File: src/rtl/led_blink_ctrl.sv
// Multi-channel programmable LED driver: a shared prescaler produces a timebase tick,
// and each channel runs OFF, ON, BLINK or one-shot PULSE from its own half-period.
module led_blink_ctrl #(
  parameter int CH_NUM   = 4,
  parameter int CNT_W    = 16,
  parameter int TICK_DIV = 50_000,
  localparam int CH_W    = (CH_NUM > 1) ? $clog2(CH_NUM) : 1,
  localparam int DIV_W   = (TICK_DIV > 2) ? $clog2(TICK_DIV) : 1
) (
  input  logic              sys_clk,
  input  logic              sys_rst_n,
  input  logic              cfg_we,
  input  logic [CH_W-1:0]   cfg_ch,
  input  logic [1:0]        cfg_mode,
  input  logic [CNT_W-1:0]  cfg_half,
  output logic              tick,
  output logic [CH_NUM-1:0] led_out,
  output logic [CH_NUM-1:0] pulse_done
);

  typedef enum logic [1:0] {
    MODE_OFF   = 2'b00,
    MODE_ON    = 2'b01,
    MODE_BLINK = 2'b10,
    MODE_PULSE = 2'b11
  } mode_e;

  logic [DIV_W-1:0] presc;
  logic             presc_wrap;
  logic             wr_valid;
  logic [CNT_W-1:0] half_wr;

  assign presc_wrap = (presc == DIV_W'(TICK_DIV - 1));

  // Free-running prescaler; config writes never disturb the timebase.
  always_ff @(posedge sys_clk or negedge sys_rst_n) begin
    if (!sys_rst_n) begin
      presc <= '0;
      tick  <= 1'b0;
    end else begin
      presc <= presc_wrap ? '0 : presc + 1'b1;
      tick  <= presc_wrap;
    end
  end

  assign wr_valid = cfg_we && (32'(cfg_ch) < 32'(CH_NUM));
  assign half_wr  = (cfg_half == '0) ? CNT_W'(1) : cfg_half;

  for (genvar i = 0; i < CH_NUM; i++) begin : g_ch
    mode_e            mode_q, mode_d;
    logic [CNT_W-1:0] half_q, half_d;
    logic [CNT_W-1:0] cnt_q, cnt_d;
    logic             led_q, led_d;
    logic             done_q, done_d;
    logic             sel;
    logic             at_end;

    assign sel    = wr_valid && (cfg_ch == CH_W'(i));
    assign at_end = (cnt_q == half_q - 1'b1);

    // A write to this channel takes priority over a coincident tick.
    always_comb begin
      mode_d = mode_q;
      half_d = half_q;
      cnt_d  = cnt_q;
      led_d  = led_q;
      done_d = 1'b0;
      if (sel) begin
        mode_d = mode_e'(cfg_mode);
        half_d = half_wr;
        cnt_d  = '0;
        led_d  = (cfg_mode != MODE_OFF);
      end else if (tick) begin
        unique case (mode_q)
          MODE_BLINK: begin
            if (at_end) begin
              cnt_d = '0;
              led_d = ~led_q;
            end else begin
              cnt_d = cnt_q + 1'b1;
            end
          end
          MODE_PULSE: begin
            if (at_end) begin
              cnt_d  = '0;
              led_d  = 1'b0;
              mode_d = MODE_OFF;
              done_d = 1'b1;
            end else begin
              cnt_d = cnt_q + 1'b1;
            end
          end
          default: cnt_d = '0;
        endcase
      end
    end

    always_ff @(posedge sys_clk or negedge sys_rst_n) begin
      if (!sys_rst_n) begin
        mode_q <= MODE_OFF;
        half_q <= CNT_W'(1);
        cnt_q  <= '0;
        led_q  <= 1'b0;
        done_q <= 1'b0;
      end else begin
        mode_q <= mode_d;
        half_q <= half_d;
        cnt_q  <= cnt_d;
        led_q  <= led_d;
        done_q <= done_d;
      end
    end

    assign led_out[i]    = led_q;
    assign pulse_done[i] = done_q;
  end

endmodule

File: config.mk
export PLATFORM = sky130hd
export DESIGN_NAME = led_blink_ctrl
export DESIGN_NICKNAME = d
export VERILOG_FILES = /design/src/rtl/led_blink_ctrl.sv
export SDC_FILE = /design/constraint.sdc
export NUM_CORES = 1
export LEC_CHECK = 0
export ABC_AREA = 1
export CORE_MARGIN = 2
export CORE_UTILIZATION = 55
export CTS_CLUSTER_DIAMETER = 200
export DETAILED_ROUTE_END_ITERATION = 16
export PLACE_DENSITY = 0.75
export SLEW_MARGIN = 0
export SYNTH_ARGS = -nofsm -noshare
export SYNTH_HDL_FRONTEND = slang
export SYNTH_SLANG_ARGS = --single-unit
File: constraint.sdc
create_clock -name sys_clk -period 2.04 [get_ports sys_clk]
set_input_delay 0.306 -clock sys_clk [delete_from_list [all_inputs] [get_ports sys_clk]]
set_output_delay 0.306 -clock sys_clk [all_outputs]
set_load 0.01 [all_outputs]
==> flow_metrics.py <==
metrics = {
    "pwr": {
        "ir_drop_mv": 0.705,
        "power_mw": 9.58,
        "power.leakage_nw": 5.89,
        "p_per_area_mw_per_mm2": 752,
    },
    "drt": {
        "ant_nets": 0,
        "drt_iter0_markers": 867,
        "post_drt_via_cell_ratio": 5.52,
        "wirelength_um": 27100,
        "drt-pass1-iter-count": 6,
        "routedWlPerCell_um": 15.6,
        "drc_errors": 0,
        "vias": 9600,
    },
    "clock_network": {
        "clockRootBuffer": "clkbuf_16",
        "clk-insertion-delay-late_ns": 0.43,
        "cts_buffers": 17,
        "cts.sinks": 161,
        "cts.clk_slew.worst_paths_ns": 0.07,
        "clockBufferDepth": 2,
        "cts_tree": "done",
        "htreeDepth": 4,
    },
    "timing": {
        "setup_viol": 18,
        "final-hold-violation-count": 0,
        "rsz0062_at_grt": "true",
        "worstMarginPinSlew_ns": 1.15,
        "maxSlewViolCount": 0,
        "fin_worst_skew_ns": 0.00719,
        "relSlewSlack_pct": 23.2,
        "fmax_mhz": 478,
        "setup_ws_ns": -0.0521,
        "hold_ws_ns": 0.359,
        "period_share_pct": 103,
        "final.min_clock_period_ns": 2.09,
    },
    "job": {
        "timing.max_cap.violations": 0,
    },
    "place": {
        "port_buffers": 31,
        "place.gp.congestion": 0.896,
        "post-dp-hpwl_um": 18500,
    },
    "yosys": {
        "synth_warnings": 0,
        "synth_cell_type_count": 46,
        "synth_nets": 1432,
        "syn_area_per_cell_um2": 7.34,
        "synth-async-reset-ratio_pct": 100,
        "synth.ff_latch_count": 161,
        "synth_flop_cell": "dfrtp_1",
        "yosysSeqAreaShare_pct": 39.3,
        "yosys-top-cells-area": "dfrtp_1 (38%), nand2_1 (15%), xor2_1 (7.3%)",
        "synth_cells": 1400,
        "synthesis.area_mm2": 0.0103,
        "synth_top_area_share_pct": 38.3,
        "synth_common_cells": "nand2_1 (398), dfrtp_1 (157), nor2_1 (143)",
        "synth.largest_area_cell": "dfrtp_1",
        "synth-edff-count": 0,
        "synth_most_common_cell": "nand2_1",
    },
    "grt": {
        "grt_max_degree": 41,
        "grt.overflow.total": 0,
        "grt_usage_pct": 27.3,
        "grt_pass1_vias": 9010,
        "grt_pass1_wl_um": 43700,
        "antenna_found_initial": 0,
    },
    "layout": {
        "layout.nets": 1530,
        "antenna_cells": 0,
        "drive_gt1_share_pct": 20.9,
        "area_growth_pct": 24.1,
    },
    "critical_path": {
        "path_max_fanout": 5,
        "worstSetupPathType": "flop to flop",
        "timing.rr.end": "g_ch[1].cnt_q[4]",
        "r2r-start": "g_ch[1].half_q[1]",
        "ff2ff_setup_slack_ns": -0.05,
        "start_kind": "flop",
        "reg2reg_depth": 15,
        "worst_ep_required_time_ns": 2.37,
        "cp.arrival_ns": 2.42,
        "worstSetupEndpointType": "flop",
    },
    "die": {
        "core_area_mm2": 0.0181,
        "io_pins": 32,
        "dieArea_mm2": 0.0198,
        "die_h_um": 141,
        "num_rows": 49,
        "start_util_pct": 56.6,
        "die_w_um": 141,
    },
    "outcome": {
        "outcome": "finished with violations",
        "violations": "negative setup slack",
    },
    "min_path": {
        "hold_class": "input port to async pin",
    },
}
-- cells by family (layout without fill, tap and decap cells) --
kind of cell | count (synthesis) | in the layout | synth area share, %
muxes | 1 | 1 | 0.0975
AOI/OAI and AO/OA | 154 | 154 | 8.64
DFF | 161 | 161 | 39.3
and+or+nand+nor | 747 | 750 | 32.0
adders and majority gates | 9 | 9 | 1.10
buffers and inverters | 206 | 314 | 8.47
xor gates and xnor gates | 122 | 122 | 10.4
-- placed cells by master (no fill, tap or decap), types with 13 or more instances in the layout --
master	synthesis	routed
nor2_2	17	24
clkbuf_16	0	17
buf_6	2	13
inv_1	141	135
nor2_4	4	15
clkdlybuf4s50_1	0	30
nor3_1	19	17
nor2_1	143	125
nand2_2	7	20
inv_2	9	15
nand4_1	35	35
o21ai_2	19	40
xnor2_1	36	35
nand3_2	6	14
o21ai_0	90	80
xor2_1	86	83
buf_4	8	78
nand3_1	80	65
nand2_1	398	380
dfrtp_1	157	155
-- what timing repair did --
| action | CTS | global route |
|---|---|---|
| gates resized for setup | 50 | 106 |
| pin swaps | 29 | 42 |
| endpoints found under the setup margin | 73 | 80 |
| setup buffers | 6 | 12 |
| hold buffers | 1 | 0 |
| endpoints found under the hold margin | 35 | 0 |
| cloned | 2 | 1 |
-- sequential cells by signal (all words and copies together) (netlist names) --
name	count
g_ch.cnt_q	64
g_ch.done_q	4
g_ch.half_q	64
g_ch.led_q	4
g_ch.mode_q	8
presc	16
tick	1
-- through the flow --
stage | area, um2 | setup slack [ns] | setup TNS, ns | std cells | util (%)
floorplan | 10300 | 0.0432 | 0 | 1400 | -
global placement | 11300 | -0.116 | -3.13 | 1686 | 62.2
detailed placement | 11300 | -0.192 | -6.06 | 1686 | 62.2
CTS | 12200 | -0.00950 | -0.00950 | 1727 | 67.4
global route | 12700 | -0.190 | -7.79 | 1740 | 70.2
finish | 12700 | -0.0521 | -0.355 | 1740 | 70.2
-- worst max-delay path, stage by stage (launching register included) --
cell	delay, ns
dfrtp_1	0.39
buf_4	0.15
nor2_4	0.11
nand2_2	0.09
nor2_4	0.12
buf_6	0.12
nand3_1	0.07
nand2_1	0.10
nand2_2	0.07
nor2_1	0.08
nand2_1	0.09
nor2_2	0.18
nand2_4	0.15
buf_6	0.15
nand4_1	0.06
nand2_1	0.05
-- cell type report --
type	count	area, um2
Clock inverter	11	178
Tap cell	229	287
Sequential cell	161	4040
Multi-Input combinational cell	1036	6000
Clock buffer	21	470
Fill cell	1382	5400
Inverter	152	571
Timing Repair Buffer	130	1200
-- worst max-delay path by stage --
| stage | startpoint | to | slack (ns) | cells after the start |
|---|---|---|---|---|
| floorplan | g_ch[0].half_q[0] | g_ch[0].cnt_q[6] | 0.04 | 15 |
| global placement | g_ch[2].half_q[0] | g_ch[2].cnt_q[2] | -0.12 | 11 |
| detailed placement | g_ch[2].half_q[0] | g_ch[2].cnt_q[3] | -0.19 | 11 |
| CTS | g_ch[2].half_q[0] | g_ch[2].cnt_q[1] | -0.01 | 12 |
| global route | g_ch[0].half_q[0] | g_ch[0].mode_q[1] | -0.19 | 15 |
| finish | g_ch[1].half_q[1] | g_ch[1].cnt_q[4] | -0.05 | 15 |
-- where the power goes --
part           switching [mW]  internal [mW]
combinational            1.33          0.949
sequential              0.306           3.47
clock                    1.37           2.16
-- metal layers --
| metal | global-route usage [%] | vias to the layer above | part of all wire, % |
|---|---|---|---|
| met5 | 0 | - | 0 |
| met4 | 7.63 | 0 | 1.8 |
| met3 | 4.62 | 51 | 6.6 |
| met2 | 43.8 | 319 | 48 |
| met1 | 38.5 | 4585 | 44 |
| li1 | - | 4645 | - |
No activity file was read; power rests on OpenSTA's default activity.
